[src/rtl/blink_rate_ctrl.sv]
// blink_rate_ctrl: two-button rate control for the blink clock divider.
// Sync, debounce, auto-repeat and saturating halve/double of the divider.
module blink_rate_ctrl #(
  parameter int unsigned DEBOUNCE_CYCLES = 250000,
  parameter int unsigned REPEAT_CYCLES   = 6000000,
  parameter logic [31:0] DIV_MIN         = 32'd2,
  parameter logic [31:0] DIV_MAX         = 32'd48000000,
  parameter logic [31:0] DIV_INIT        = 32'd12000000
) (
  input  logic        clk_in,
  input  logic        rst,
  input  logic        btn_faster,
  input  logic        btn_slower,
  output logic [31:0] divider,
  output logic        changed
);

  // Counter widths only need to hold 0 .. N-1.
  localparam int unsigned DB_W =
    (DEBOUNCE_CYCLES > 1) ? $clog2(DEBOUNCE_CYCLES) : 1;
  localparam int unsigned RP_W =
    (REPEAT_CYCLES > 1) ? $clog2(REPEAT_CYCLES) : 1;

  localparam logic [DB_W-1:0] DB_LAST =
    DB_W'(DEBOUNCE_CYCLES - 1);
  localparam logic [RP_W-1:0] RP_LAST =
    RP_W'(REPEAT_CYCLES - 1);

  // Bit 0 is the faster button, bit 1 the slower one.
  logic [1:0]      btn_raw;

  logic [1:0]      sync1_q;
  logic [1:0]      sync1_d;
  logic [1:0]      sync2_q;
  logic [1:0]      sync2_d;

  logic [1:0]      deb_q;
  logic [1:0]      deb_d;
  logic [1:0]      deb_prev_q;
  logic [1:0]      deb_prev_d;
  logic [DB_W-1:0] db_cnt_q [2];
  logic [DB_W-1:0] db_cnt_d [2];

  logic [1:0]      deb_swap;
  logic [1:0]      run;
  logic [1:0]      press;
  logic [1:0]      tick;
  logic [1:0]      step;
  logic [RP_W-1:0] rep_cnt_q [2];
  logic [RP_W-1:0] rep_cnt_d [2];

  logic [31:0]     div_q;
  logic [31:0]     div_d;
  logic            chg_q;
  logic            chg_d;
  logic [31:0]     div_half;
  logic [32:0]     div_dbl;
  logic [31:0]     div_nxt;
  logic            fast_only;
  logic            slow_only;

  assign btn_raw = {btn_slower, btn_faster};

  // Two-flop synchroniser next state.
  always_comb begin
    sync1_d = btn_raw;
    sync2_d = sync1_q;
  end

  // Two-flop synchroniser registers.
  always_ff @(posedge clk_in) begin
    if (rst) begin
      sync1_q <= '0;
      sync2_q <= '0;
    end else begin
      sync1_q <= sync1_d;
      sync2_q <= sync2_d;
    end
  end

  // Debounce: flip after DEBOUNCE_CYCLES consecutive differing samples.
  always_comb begin
    deb_d      = deb_q;
    deb_prev_d = deb_q;
    for (int i = 0; i < 2; i++) begin
      db_cnt_d[i] = '0;
      if (sync2_q[i] != deb_q[i]) begin
        if (db_cnt_q[i] == DB_LAST) begin
          deb_d[i] = ~deb_q[i];
        end else begin
          db_cnt_d[i] = db_cnt_q[i] + 1'b1;
        end
      end
    end
  end

  // Debounce state and counters.
  always_ff @(posedge clk_in) begin
    if (rst) begin
      deb_q      <= '0;
      deb_prev_q <= '0;
      for (int i = 0; i < 2; i++) begin
        db_cnt_q[i] <= '0;
      end
    end else begin
      deb_q      <= deb_d;
      deb_prev_q <= deb_prev_d;
      for (int i = 0; i < 2; i++) begin
        db_cnt_q[i] <= db_cnt_d[i];
      end
    end
  end

  // Press edges and auto-repeat ticks; a held button blocks the
  // other's repeat, and the press cycle restarts the repeat count.
  always_comb begin
    deb_swap = {deb_q[0], deb_q[1]};
    run      = deb_q & ~deb_swap;
    press    = deb_q & ~deb_prev_q;
    tick     = '0;
    for (int i = 0; i < 2; i++) begin
      rep_cnt_d[i] = '0;
      if (run[i] && !press[i]) begin
        if (rep_cnt_q[i] == RP_LAST) begin
          tick[i] = 1'b1;
        end else begin
          rep_cnt_d[i] = rep_cnt_q[i] + 1'b1;
        end
      end
    end
    step = press | tick;
  end

  // Auto-repeat counters.
  always_ff @(posedge clk_in) begin
    if (rst) begin
      for (int i = 0; i < 2; i++) begin
        rep_cnt_q[i] <= '0;
      end
    end else begin
      for (int i = 0; i < 2; i++) begin
        rep_cnt_q[i] <= rep_cnt_d[i];
      end
    end
  end

  // Saturating halve/double; simultaneous steps cancel out.
  always_comb begin
    fast_only = step[0] & ~step[1];
    slow_only = step[1] & ~step[0];
    div_half  = {1'b0, div_q[31:1]};
    div_dbl   = {div_q, 1'b0};
    div_nxt   = div_q;
    unique case (1'b1)
      fast_only: begin
        div_nxt = (div_half < DIV_MIN) ? DIV_MIN : div_half;
      end
      slow_only: begin
        div_nxt = (div_dbl > {1'b0, DIV_MAX}) ?
                  DIV_MAX : div_dbl[31:0];
      end
      default: begin
        div_nxt = div_q;
      end
    endcase
    div_d = div_nxt;
    chg_d = (div_nxt != div_q);
  end

  // Registered divider value and change pulse.
  always_ff @(posedge clk_in) begin
    if (rst) begin
      div_q <= DIV_INIT;
      chg_q <= 1'b0;
    end else begin
      div_q <= div_d;
      chg_q <= chg_d;
    end
  end

  assign divider = div_q;
  assign changed = chg_q;

endmodule
[config.mk]
export PLATFORM = sky130hd
export DESIGN_NAME = blink_rate_ctrl
export DESIGN_NICKNAME = d
export VERILOG_FILES = /design/src/rtl/blink_rate_ctrl.sv
export SDC_FILE = /design/constraint.sdc
export NUM_CORES = 1
export LEC_CHECK = 0
export BUFFER_PORTS_ARGS = -buffer_cell sky130_fd_sc_hd__buf_2
export CAP_MARGIN = 10
export CORE_MARGIN = 1
export CORE_UTILIZATION = 35
export CTS_BUF_LIST = sky130_fd_sc_hd__clkbuf_8
export DETAILED_ROUTE_END_ITERATION = 10
export GPL_TIMING_DRIVEN = 1
export PLACE_DENSITY = 0.59
export SYNTH_ARGS = -nofsm -noshare
export SYNTH_HDL_FRONTEND = slang
export SYNTH_SLANG_ARGS = --single-unit
[constraint.sdc]
create_clock -name clk_in -period 3.55 [get_ports clk_in]
set_input_delay 0.71 -clock clk_in [delete_from_list [all_inputs] [get_ports clk_in]]
set_output_delay 0.71 -clock clk_in [all_outputs]
set_load 0.05 [all_outputs]
# ---- Yosys cells after proc, flatten, opt, wreduce, memory -nomap -nowiden
# Memory sizes are Yosys's and may differ from the RTL's.
# Cells that the tools add are included.
dict set report word_totals {
  register_bits 41
  ramBits 82
  inputBits 4
  mem_count 2
}
dict set report op_classes {
  addsub 4
  order_cmp 2
  eq_ne 7
  n_mux 22
  n_bitwise 15
  n_reduce_logical 6
}
# name depth word_bits rd rd_clocked_by_memory_dff wr line
set mem_list {}
lappend mem_list {rep_cnt_q 2 23 2 0 2 49} ;# logic [RP_W-1:0] rep_cnt_q [2];
lappend mem_list {db_cnt_q 2 18 2 0 2 41} ;# logic [DB_W-1:0] db_cnt_q [2];
# operator count
set ops {}
lappend ops {{$mux W23} 6}
lappend ops {{$mux W18} 6}
lappend ops {{$pmux W32 S2} 1}
lappend ops {{$add A23 B1 Y23 const B} 2}
lappend ops {{$eq A23 B23 Y1 const B} 2}
lappend ops {{$add A18 B1 Y18 const B} 2}
lappend ops {{$eq A18 B18 Y1 const B} 2}
lappend ops {{$gt A33 B26 Y1 const B} 1}
lappend ops {{$mux W32} 1}
lappend ops {{$ne A32 B32 Y1} 1}
lappend ops {{$lt A31 B2 Y1 const B} 1}
lappend ops {{$mux W31} 1}
lappend ops {{$mux W1} 7}
lappend ops {{$and A2 B2 Y2} 2}
lappend ops {{$not A1 Y1} 4}
lappend ops {{$not A2 Y2} 2}
lappend ops {{$or A1 B1 Y1} 4}
lappend ops {{$reduce_and A2 Y1} 2}
lappend ops {{$and A1 B1 Y1} 2}
lappend ops {{$logic_and A1 B1 Y1} 2}
lappend ops {{$logic_not A1 Y1} 2}
lappend ops {{$ne A1 B1 Y1} 2}
lappend ops {{$or A2 B2 Y2} 1}

# ---- Logic depth before layout (Yosys ltp)
dict set report depth {
  word_depth 10
  ltp_mapped 18
  ltp_nobuf 17
}

# ---- Least setup slack after synthesis
# Ideal clock, no wire load.
dict set report synth_timing {
  kind {register to register}
  from {mem rep_cnt_q[0][0] (netlist bit)}
  to {reg chg_q (netlist: changed)}
  setup_ps 130
  arrival_time_ps 3278
  slack_ps 142
  stages_incl_launch_ff 18
  path_buffers 2
  synth_period_minus_slack_ps 3408
  cell_sequence {dfxtp_1 ha_1 nand2_1 nor4_1 nand4_1 nand2_1 and3_1 ha_1 clkbuf_1 clkbuf_1 nand2_1 a222oi_1 a31oi_1 nor4b_1 nand3_1 nor4_1 a41o_1 a21oi_2}
}
# item line
set synth_lines {}
lappend synth_lines {{start, declared} 49}
lappend synth_lines {{end signal, assigned} 177} ;# chg_q <= chg_d;
lappend synth_lines {{end, declared} 54} ;# logic chg_q;

==> impl_metrics.env <==
export IMPL_initial_core_util_pct=35.9
export IMPL_critPathKind="reg2reg"
export IMPL_synth_edff_count=0
export IMPL_place_inst=1058
export IMPL_yosysTopAreaCellShare_pct=39.5
export IMPL_hp_class="reg2reg"
export IMPL_syn_area_per_cell_um2=7.95
export IMPL_clock_latency_ns=0.45
export IMPL_filler_cell_count=1697
export IMPL_crit_chain="and3_1 -> nand2_1 -> nor4_1 -> nand4_1 -> nand2_1 -> and3_1 -> ha_4 -> buf_4 -> buf_4 -> nand2_1 -> nand2_1 -> o22ai_1 -> a2111oi_4 -> o221ai_1 -> nor4_2 -> a41o_1 -> a21oi_2"
export IMPL_antenna_found_initial=0
export IMPL_period_minus_slack_ns=3.35
export IMPL_fin_setup_tns_ns=0
export IMPL_row_count=48
export IMPL_root_buffer="clkbuf_8"
export IMPL_cp_slowest_cell="dfxtp_1"
export IMPL_die_x_um=135
export IMPL_stdcell_area_um2=7500
export IMPL_skew_ns=0.0150
export IMPL_grt_ovfl_total=0
export IMPL_startpoint_type="flip-flop"
export IMPL_cts_tree="built"
export IMPL_crit_path_max_incr_delay_ns=0.35
export IMPL_synth_area_um2=6230
export IMPL_setup_viol=0
export IMPL_async_flop_share_pct=0
export IMPL_max_freq_ghz=0.299
export IMPL_fin_cells=1090
export IMPL_grt_pass1_vias=5339
export IMPL_synth_xor_area_share_pct=10.1
export IMPL_utilization_pct=43.2
export IMPL_cap_viol_max_count=0
export IMPL_synth_top_family_by_area="simple AND/OR/NAND/NOR gates"
export IMPL_crit_fanout=8
export IMPL_io_pins=37
export IMPL_p_leak_nw=2.64
export IMPL_place_congestion=0.934
export IMPL_yosys_mux_area_fraction_pct=0.803
export IMPL_power_density_nw_per_um2=372
export IMPL_hold_viol=0
export IMPL_path_common_cell="nand2_1"
export IMPL_yosysSeqAreaShare_pct=39.5
export IMPL_drt_pass1_iter_count=6
export IMPL_fp_dieH_um=135
export IMPL_crit_arrival_ns=3.64
export IMPL_wirelength_um=15900
export IMPL_drc=0
export IMPL_final_net_count=864
export IMPL_area_growth_pct=20.4
export IMPL_tightest_slew_ns=0.888
export IMPL_grt_pass1_wl_um=26300
export IMPL_cts_max_level=4
export IMPL_irDropWorstVdd_v=0.000218
export IMPL_finalCritPeriodShare_pct=94.3
export IMPL_grt_start_max_net_pins=48
export IMPL_vias=5675
export IMPL_outcome="finished, final reports clean"
export IMPL_synthTopCellsByArea="dfxtp_1 (40%), nor2_1 (8.3%), xor2_1 (6.0%), nand2_1 (4.8%), xnor2_1 (4.1%)"
export IMPL_clockBufferDepth=2
export IMPL_wl_per_cell_um=14.6
export IMPL_yosys_area_share_adder_pct=1.20
export IMPL_detailed_place_hpwl_um=10900
export IMPL_layout_drive_gt1_share_pct=17.6
export IMPL_relSlewSlack_pct=40.8
export IMPL_via_per_inst=5.21
export IMPL_die_area_um2=18300
export IMPL_drtAntennaViolNets=0
export IMPL_diodes=0
export IMPL_cts_buffers=17
export IMPL_syn_nets=794
export IMPL_grt_util_all_layers_pct=18.3
export IMPL_clk_pin_slew_worst_paths_ns=0.07
export IMPL_yosysTopAreaCell="dfxtp_1"
export IMPL_synthSimpleGateAreaFrac_pct=28.2
export IMPL_dpl_instance_area_um2=6990
export IMPL_first_iter_violations=595
export IMPL_syn_inst=784
export IMPL_cts_sinks=123
export IMPL_ys_seq_elements=123
export IMPL_io_buffers=36
export IMPL_synth_distinct_cells=64
export IMPL_cp_required_ns=3.85
export IMPL_endpoint_kind="flip-flop"
export IMPL_synth_compound_area_share_pct=15.4
export IMPL_synth_warnings=0
export IMPL_finalMaxSlewViolations=0
export IMPL_whs_ns=0.451
export IMPL_synth_ff_type="dfxtp_1"
export IMPL_core_area_um2=17400
[where the power goes]
| group | switching (mW) | leakage [nW] | internal [mW] |
|---|---|---|---|
| clock | 0.578 | 0.213 | 0.815 |
| combinational | 0.0129 | 1.43 | 0.00419 |
| sequential | 0.00145 | 0.992 | 1.38 |
| total | 0.592 | 2.64 | 2.20 |
[flip-flops by register name (all words and copies together) (netlist names)]
signal      flops
changed         1
db_cnt_q       36
deb_prev_d      2
deb_prev_q      2
divider        32
rep_cnt_q      46
sync1_q         2
sync2_q         2
[layer usage]
| layer | GRT usage, % | up-vias | routed length [µm] | part of all wire, % |
|---|---|---|---|---|
| li1 | - | 2865 | - | - |
| met1 | 23.7 | 2567 | 7350 | 46 |
| met2 | 28.9 | 198 | 7080 | 45 |
| met3 | 3.74 | 45 | 973 | 6.1 |
| met4 | 8.68 | 0 | 461 | 2.9 |
| met5 | 0 | - | 0 | 0 |
[cell usage in the layout (no fill, tap or decap), types with 12 or more instances in the layout]
master,synthesis,layout
a21oi_1,42,41
and3_1,16,16
buf_2,3,36
buf_4,0,62
clkbuf_8,0,20
dfxtp_1,123,123
inv_1,25,25
nand2_1,79,79
nand3_1,38,36
nand4_1,17,17
nor2_1,137,136
nor4_1,13,12
o21ai_0,17,16
or3_1,14,14
xnor2_1,29,29
xor2_1,43,43
[timing repair]
| action | CTS | global route |
|---|---|---|
| gates resized for setup | 1 | 9 |
| hold buffers | 0 | 0 |
| setup endpoints to repair | 1 | 1 |
| pin swaps | 0 | 2 |
| setup buffers | 0 | 2 |
[final cells by class]
| type | count | area [µm²] | area share [%] |
|---|---|---|---|
| clock inverter | 10 | 165 | 2.20 |
| sequential | 123 | 2460 | 32.8 |
| timing repair buffer | 101 | 706 | 9.41 |
| multi-input combinational | 586 | 3520 | 46.9 |
| tap | 225 | 282 | 3.75 |
| clock buffer | 20 | 275 | 3.67 |
| inverter | 25 | 93.8 | 1.25 |
[logic make-up after synthesis]
kind of cell | count (synthesis)
and+or+nand+nor | 368
AOI/OAI and AO/OA | 135
DFF | 123
buffers and inverters | 75
xor gates and xnor gates | 72
adders and majority gates | 6
muxes | 5
[Yosys cell counts, types with 4 or more instances]
cell type / count
a211oi_1: 4
a21o_1: 4
a21oi_1: 42
a221oi_1: 11
a22oi_1: 8
and3_1: 16
clkbuf_1: 43
dfxtp_1: 123
ha_1: 6
inv_1: 25
mux2i_1: 5
nand2_1: 79
nand2b_1: 7
nand3_1: 38
nand4_1: 17
nor2_1: 137
nor2b_1: 11
nor3_1: 11
nor4_1: 13
nor4b_1: 4
o21ai_0: 17
o21ai_1: 6
o22ai_1: 7
or2_1: 5
or3_1: 14
xnor2_1: 29
xor2_1: 43
[per-stage QoR]
step / worst slack [ns] / power, mW
2_1_floorplan: 0.142 / 1.43
3_3_place_gp: 0.00279 / 1.43
3_5_place_dp: -0.0509 / 1.43
4_1_cts: 0.0491 / 2.83
5_1_grt: -0.0310 / 2.89
6_report: 0.203 / 2.79
[worst max-delay path: cells and delay by family (launching register included)]
kind	cells	cell delay, ns
buf+inv	2	0.30
simple gates	9	1.48
fa+ha+maj	1	0.19
flops	1	0.35
compound gates	5	0.88
[worst paths after layout]
kind / slack (ns) / start / end / cells after the start
min: 0.45 / sync1_q[1] / sync2_q[1] / 1
max reg2reg: 0.20 / rep_cnt_q[0][4] / changed / 17
min reg2reg: 0.45 / sync1_q[1] / sync2_q[1] / 1
max: 0.20 / rep_cnt_q[0][4] / changed / 17
(Power assumes the default switching activity.)
